[config.mk]
export PLATFORM = sky130hd
export DESIGN_NAME = dffns_pipe
export DESIGN_NICKNAME = d
export VERILOG_FILES = /design/src/rtl/dffns_pipe.sv
export SDC_FILE = /design/constraint.sdc
export NUM_CORES = 1
export LEC_CHECK = 0
export CAP_MARGIN = 20
export CORE_MARGIN = 1
export CORE_UTILIZATION = 25
export CTS_CLUSTER_DIAMETER = 100
export DETAILED_ROUTE_END_ITERATION = 7
export PLACE_DENSITY_LB_ADDON = 0.1
export REMOVE_ABC_BUFFERS = 1
export SYNTH_ARGS = -nofsm -noshare
export SYNTH_HDL_FRONTEND = slang
export SYNTH_SLANG_ARGS = --single-unit
[constraint.sdc]
create_clock -name CLKN -period 3 [get_ports CLKN]
set_input_delay 0.6 -clock CLKN [delete_from_list [all_inputs] [get_ports CLKN]]
set_output_delay 0.6 -clock CLKN [all_outputs]
set_load 0.005 [all_outputs]
[src/rtl/dffns_pipe.sv]
// Falling-edge WIDTH x DEPTH delay line with async set-to-value, valid tracking, stall and flush.
// Optional DFFNS_PIPE_NOTIFIER_EN adds a notifier input that X-corrupts all stages on any toggle.

module dffns_pipe_stage #(
  parameter int              WIDTH     = 8,
  parameter logic [WIDTH-1:0] SET_VALUE = {WIDTH{1'b1}}
) (
  input  logic             clkn_i,
  input  logic             set_i,
  input  logic             en_i,
  input  logic             flush_i,
  input  logic             vld_i,
  input  logic [WIDTH-1:0] data_i,
  output logic             vld_o,
  output logic [WIDTH-1:0] data_o
`ifdef DFFNS_PIPE_NOTIFIER_EN
  ,
  input  logic             notifier
`endif
);

  logic             vld_q, vld_d;
  logic [WIDTH-1:0] data_q, data_d;

  // Bubbles advance the valid bit only; data stays put so a stalled word is never clobbered.
  always_comb begin
    vld_d  = vld_q;
    data_d = data_q;
    if (flush_i) begin
      vld_d = 1'b0;
    end else if (en_i) begin
      vld_d = vld_i;
      if (vld_i) data_d = data_i;
    end
  end

`ifdef DFFNS_PIPE_NOTIFIER_EN
  logic notif_q;
  // notif_q tracks the last seen notifier level; a mismatch means the notifier itself woke us.
  always_ff @(negedge clkn_i or posedge set_i or posedge notifier or negedge notifier) begin
    if (set_i) begin
      vld_q   <= 1'b0;
      data_q  <= SET_VALUE;
      notif_q <= notifier;
    end else if (notifier !== notif_q) begin
      vld_q   <= 1'bx;
      data_q  <= {WIDTH{1'bx}};
      notif_q <= notifier;
    end else begin
      vld_q   <= vld_d;
      data_q  <= data_d;
    end
  end
`else
  always_ff @(negedge clkn_i or posedge set_i) begin
    if (set_i) begin
      vld_q  <= 1'b0;
      data_q <= SET_VALUE;
    end else begin
      vld_q  <= vld_d;
      data_q <= data_d;
    end
  end
`endif

  assign vld_o  = vld_q;
  assign data_o = data_q;

endmodule

module dffns_pipe #(
  parameter int               WIDTH     = 8,
  parameter int               DEPTH     = 4,
  parameter logic [WIDTH-1:0] SET_VALUE = {WIDTH{1'b1}}
) (
  input  logic                       CLKN,
  input  logic                       SET,
  input  logic                       EN,
  input  logic                       FLUSH,
  input  logic                       VLD_I,
  input  logic [WIDTH-1:0]           D,
  output logic [WIDTH-1:0]           Q,
  output logic                       VLD_O,
  output logic [$clog2(DEPTH+1)-1:0] CNT
`ifdef DFFNS_PIPE_NOTIFIER_EN
  ,
  input  logic                       notifier
`endif
);

  localparam int CW = $clog2(DEPTH+1);

  logic [DEPTH-1:0]            vld_q;
  logic [DEPTH-1:0][WIDTH-1:0] data_q;
  logic [DEPTH-1:0]            vld_in;
  logic [DEPTH-1:0][WIDTH-1:0] data_in;
  logic [CW-1:0]               cnt;

  for (genvar i = 0; i < DEPTH; i++) begin : g_stage
    if (i == 0) begin : g_head
      assign vld_in[i]  = VLD_I;
      assign data_in[i] = D;
    end else begin : g_body
      assign vld_in[i]  = vld_q[i-1];
      assign data_in[i] = data_q[i-1];
    end

    dffns_pipe_stage #(
      .WIDTH     (WIDTH),
      .SET_VALUE (SET_VALUE)
    ) u_stage (
      .clkn_i  (CLKN),
      .set_i   (SET),
      .en_i    (EN),
      .flush_i (FLUSH),
      .vld_i   (vld_in[i]),
      .data_i  (data_in[i]),
      .vld_o   (vld_q[i]),
      .data_o  (data_q[i])
`ifdef DFFNS_PIPE_NOTIFIER_EN
      ,
      .notifier(notifier)
`endif
    );
  end

  always_comb begin
    cnt = '0;
    for (int i = 0; i < DEPTH; i++) cnt = cnt + CW'(vld_q[i]);
  end

  assign Q     = data_q[DEPTH-1];
  assign VLD_O = vld_q[DEPTH-1];
  assign CNT   = cnt;

endmodule

==> flow_summary.json <==
{
  "seq_power_share_pct": 48.8,
  "grt_pass1_wl_mm": 4.27,
  "synth_top_area_share_pct": 55.4,
  "fp.coreArea_mm2": 0.00589,
  "r2r-end": "g_stage[3].u_stage.data_o[5]",
  "finalWirelength_mm": 2.53,
  "hold_path_class": "flop to flop",
  "htree_levels": 2,
  "avgSynthCellArea_um2": 16.7,
  "pwr_density_cell_mw_per_mm2": 653,
  "clockBufferDepth": 2,
  "fp.dieH_um": 79.9,
  "area_growth_pct": 42.3,
  "avgViaCountPerCell": 3.99,
  "swShare_pct": 26.0,
  "worst_r2r_path_depth": 3,
  "start_kind": "flop",
  "status": "finished with violations",
  "die_area_mm2": 0.00639,
  "place_ws_ns": -1.05,
  "netlist_area_mm2": 0.00152,
  "relSlewSlack_pct": 86.9,
  "synthAdderAreaFrac_pct": 2.97,
  "final_design_area_no_fill_mm2": 0.00216,
  "p_leak_nw": 1.10,
  "track_usage_pct": 9.06,
  "setup_slack_ns": -0.938,
  "detail-route-antenna-nets": 0,
  "cts_buffers": 5,
  "pwr-share-clk_pct": 40.4,
  "place_hpwl_mm": 1.81,
  "worstPathArrival_ns": 3.34,
  "path_clk_slew_ns": 0.06,
  "crit_buf_inv": 3,
  "end_kind": "output port",
  "setup_viol": 12,
  "drc": 0,
  "synth-simple-area-share_pct": 6.26,
  "rsz0062_at_grt": "yes",
  "wl_per_cell_um": 10.7,
  "boundaryPins": 25,
  "yosys.area_share.xor_xnor_pct": 0,
  "hold_viol_final": 0,
  "synthMuxAreaShare_pct": 26.4,
  "clock-sinks": 36,
  "cts_setup_buffers": 0,
  "ir_drop_mv": 0.251,
  "placed_area_mm2": 0.00192,
  "power_frac_comb_pct": 10.8,
  "layout-drive-gt1-share_pct": 62.3,
  "yosysTopAreaCell": "dfstp_2",
  "synthCells": 91,
  "crit_required_ns": 2.40,
  "crit_chain": "inv_2, fa_1, inv_2, ha_4, ha_4, buf_6",
  "postCtsHoldBufs": 0,
  "num_antenna_cells": 0,
  "portBuffers": 24,
  "cpMaxStageDelayCell": "fa_1",
  "tightest_slew_ns": 0.196,
  "gp_congestion": 0.682,
  "violations": "negative setup slack",
  "clk_latency_ns": 0.35,
  "min_path_cells": 3,
  "vias": 945,
  "r2r_slack_ns": 1.89,
  "synth_warnings": 0,
  "final_nets": 177,
  "p_int_w": 0.00104,
  "initial_core_util_pct": 25.8,
  "fin_skew_ns": 0.0521,
  "hold_start": "g_stage[3].u_stage.vld_o",
  "path_class": "flop to output port",
  "cp_max_fo": 2,
  "gr-total-overflow": 0,
  "cpPeakStageDelay_ns": 0.54,
  "ys_ff_latch": 36,
  "synth_compound_area_share_pct": 0,
  "final_cell_mix": "inv_1, mux2_2, dfstp_2, clkdlybuf4s50_1",
  "grt_pass1_vias": 964,
  "slew_violations": 0,
  "switchingPower_w": 0.000367,
  "synth.area.top_cells": "dfstp_2, mux2_2, dfrtn_1",
  "antenna_found_initial": 0,
  "synth_seq_area_share_pct": 61.9,
  "layout_commonest_cell": "inv_1",
  "die_w_um": 79.9,
  "maxCapViolCount": 0,
  "hold-worst-slack_ns": 0.582,
  "drt_iter0_drc": 28,
  "whs_endpoint": "g_stage[3].u_stage.vld_o",
  "worst_path_dominant_cell_family": "adder cells",
  "timing.rr.start": "g_stage[2].u_stage.vld_o",
  "cts-root-buf": "clkbuf_8",
  "synth_top_family_by_area": "multiplexers",
  "synth_cell_types": 10,
  "rows": 28,
  "postLayoutCoreUtil_pct": 36.7,
  "grt_max_degree": 37,
  "cts_tree": "yes",
  "drt_first_pass_iters": 4
}
## final cells by class
type | count | area, um^2
clock inverters | 35 | 163
repair buffers | 33 | 307
well taps | 75 | 93.8
clock buffers | 5 | 68.8
flip-flops and latches | 36 | 941
fillers | 596 | 3720
inverters | 6 | 22.5
multi-input cells | 47 | 566
## stage by stage
step	total power (W)	cells	setup TNS, ns
2_1_floorplan	0.000840	90	-1.54
3_3_place_gp	0.000907	198	-15.24
3_5_place_dp	0.000917	198	-16.24
4_1_cts	0.00145	237	-3.37
5_1_grt	0.00153	237	-3.64
6_report	0.00141	237	-3.09
## kinds of logic after synthesis
logic type,after synthesis
adder cells (fa/ha/maj),3
buffers and inverters,8
flip-flops,36
multiplexers,36
AND/OR/NAND/NOR,8
## how the worst max path moves through the flow
stage / from / to / slack [ns] / depth (start not counted)
3_5_place_dp: g_stage[3].u_stage.vld_o / CNT[1] / -1.05 / 6
4_1_cts: g_stage[1].u_stage.vld_o / CNT[1] / -0.97 / 6
2_1_floorplan: g_stage[0].u_stage.vld_o / CNT[1] / -0.60 / 5
3_3_place_gp: g_stage[3].u_stage.vld_o / CNT[1] / -1.02 / 6
5_1_grt: g_stage[3].u_stage.vld_o / CNT[1] / -0.99 / 6
6_report: g_stage[3].u_stage.vld_o / CNT[1] / -0.94 / 6
## metal layers
metal  GRT usage (%)  vias up  share of wire, %
met1            10.4      464                46
met2            12.2       24                46
met3            4.69        5               5.1
met5               0        -                 0
li1                -      452                 -
met4            7.68        0               2.8
## state kept, by name (all words and copies together), names as in the netlist
register and flops:
g_stage.u_stage.data_o 32, g_stage.u_stage.vld_o 4
## repair_timing
action	CTS	global route
resized for setup	55	4
pin swaps	1	2
endpoints found under the setup margin	21	14
## cells in the mapped netlist
cell type / n
dfstp_2: 32
mux2_2: 32
inv_1: 7
dfrtn_1: 4
mux2i_1: 4
nand3b_4: 4
nor2_1: 4
ha_1: 2
buf_6: 1
fa_1: 1
## worst min-delay path, stage by stage (launching register included)
cell and delay (ns):
dfrtn_1 0.42, buf_4 0.11, mux2i_1 0.06, nor2_1 0.08
## power by group through the flow
| stage | sequential [W] | clock (W) | combinational [W] |
|---|---|---|---|
| 2_1_floorplan | 0.000671 | 0.0000672 | 0.000101 |
| 3_3_place_gp | 0.000692 | 0.0000672 | 0.000148 |
| 3_5_place_dp | 0.000696 | 0.0000672 | 0.000153 |
| 4_1_cts | 0.000691 | 0.000605 | 0.000154 |
| 5_1_grt | 0.000702 | 0.000660 | 0.000168 |
| 6_report | 0.000688 | 0.000571 | 0.000152 |
No activity file was read; power rests on OpenSTA's default activity.
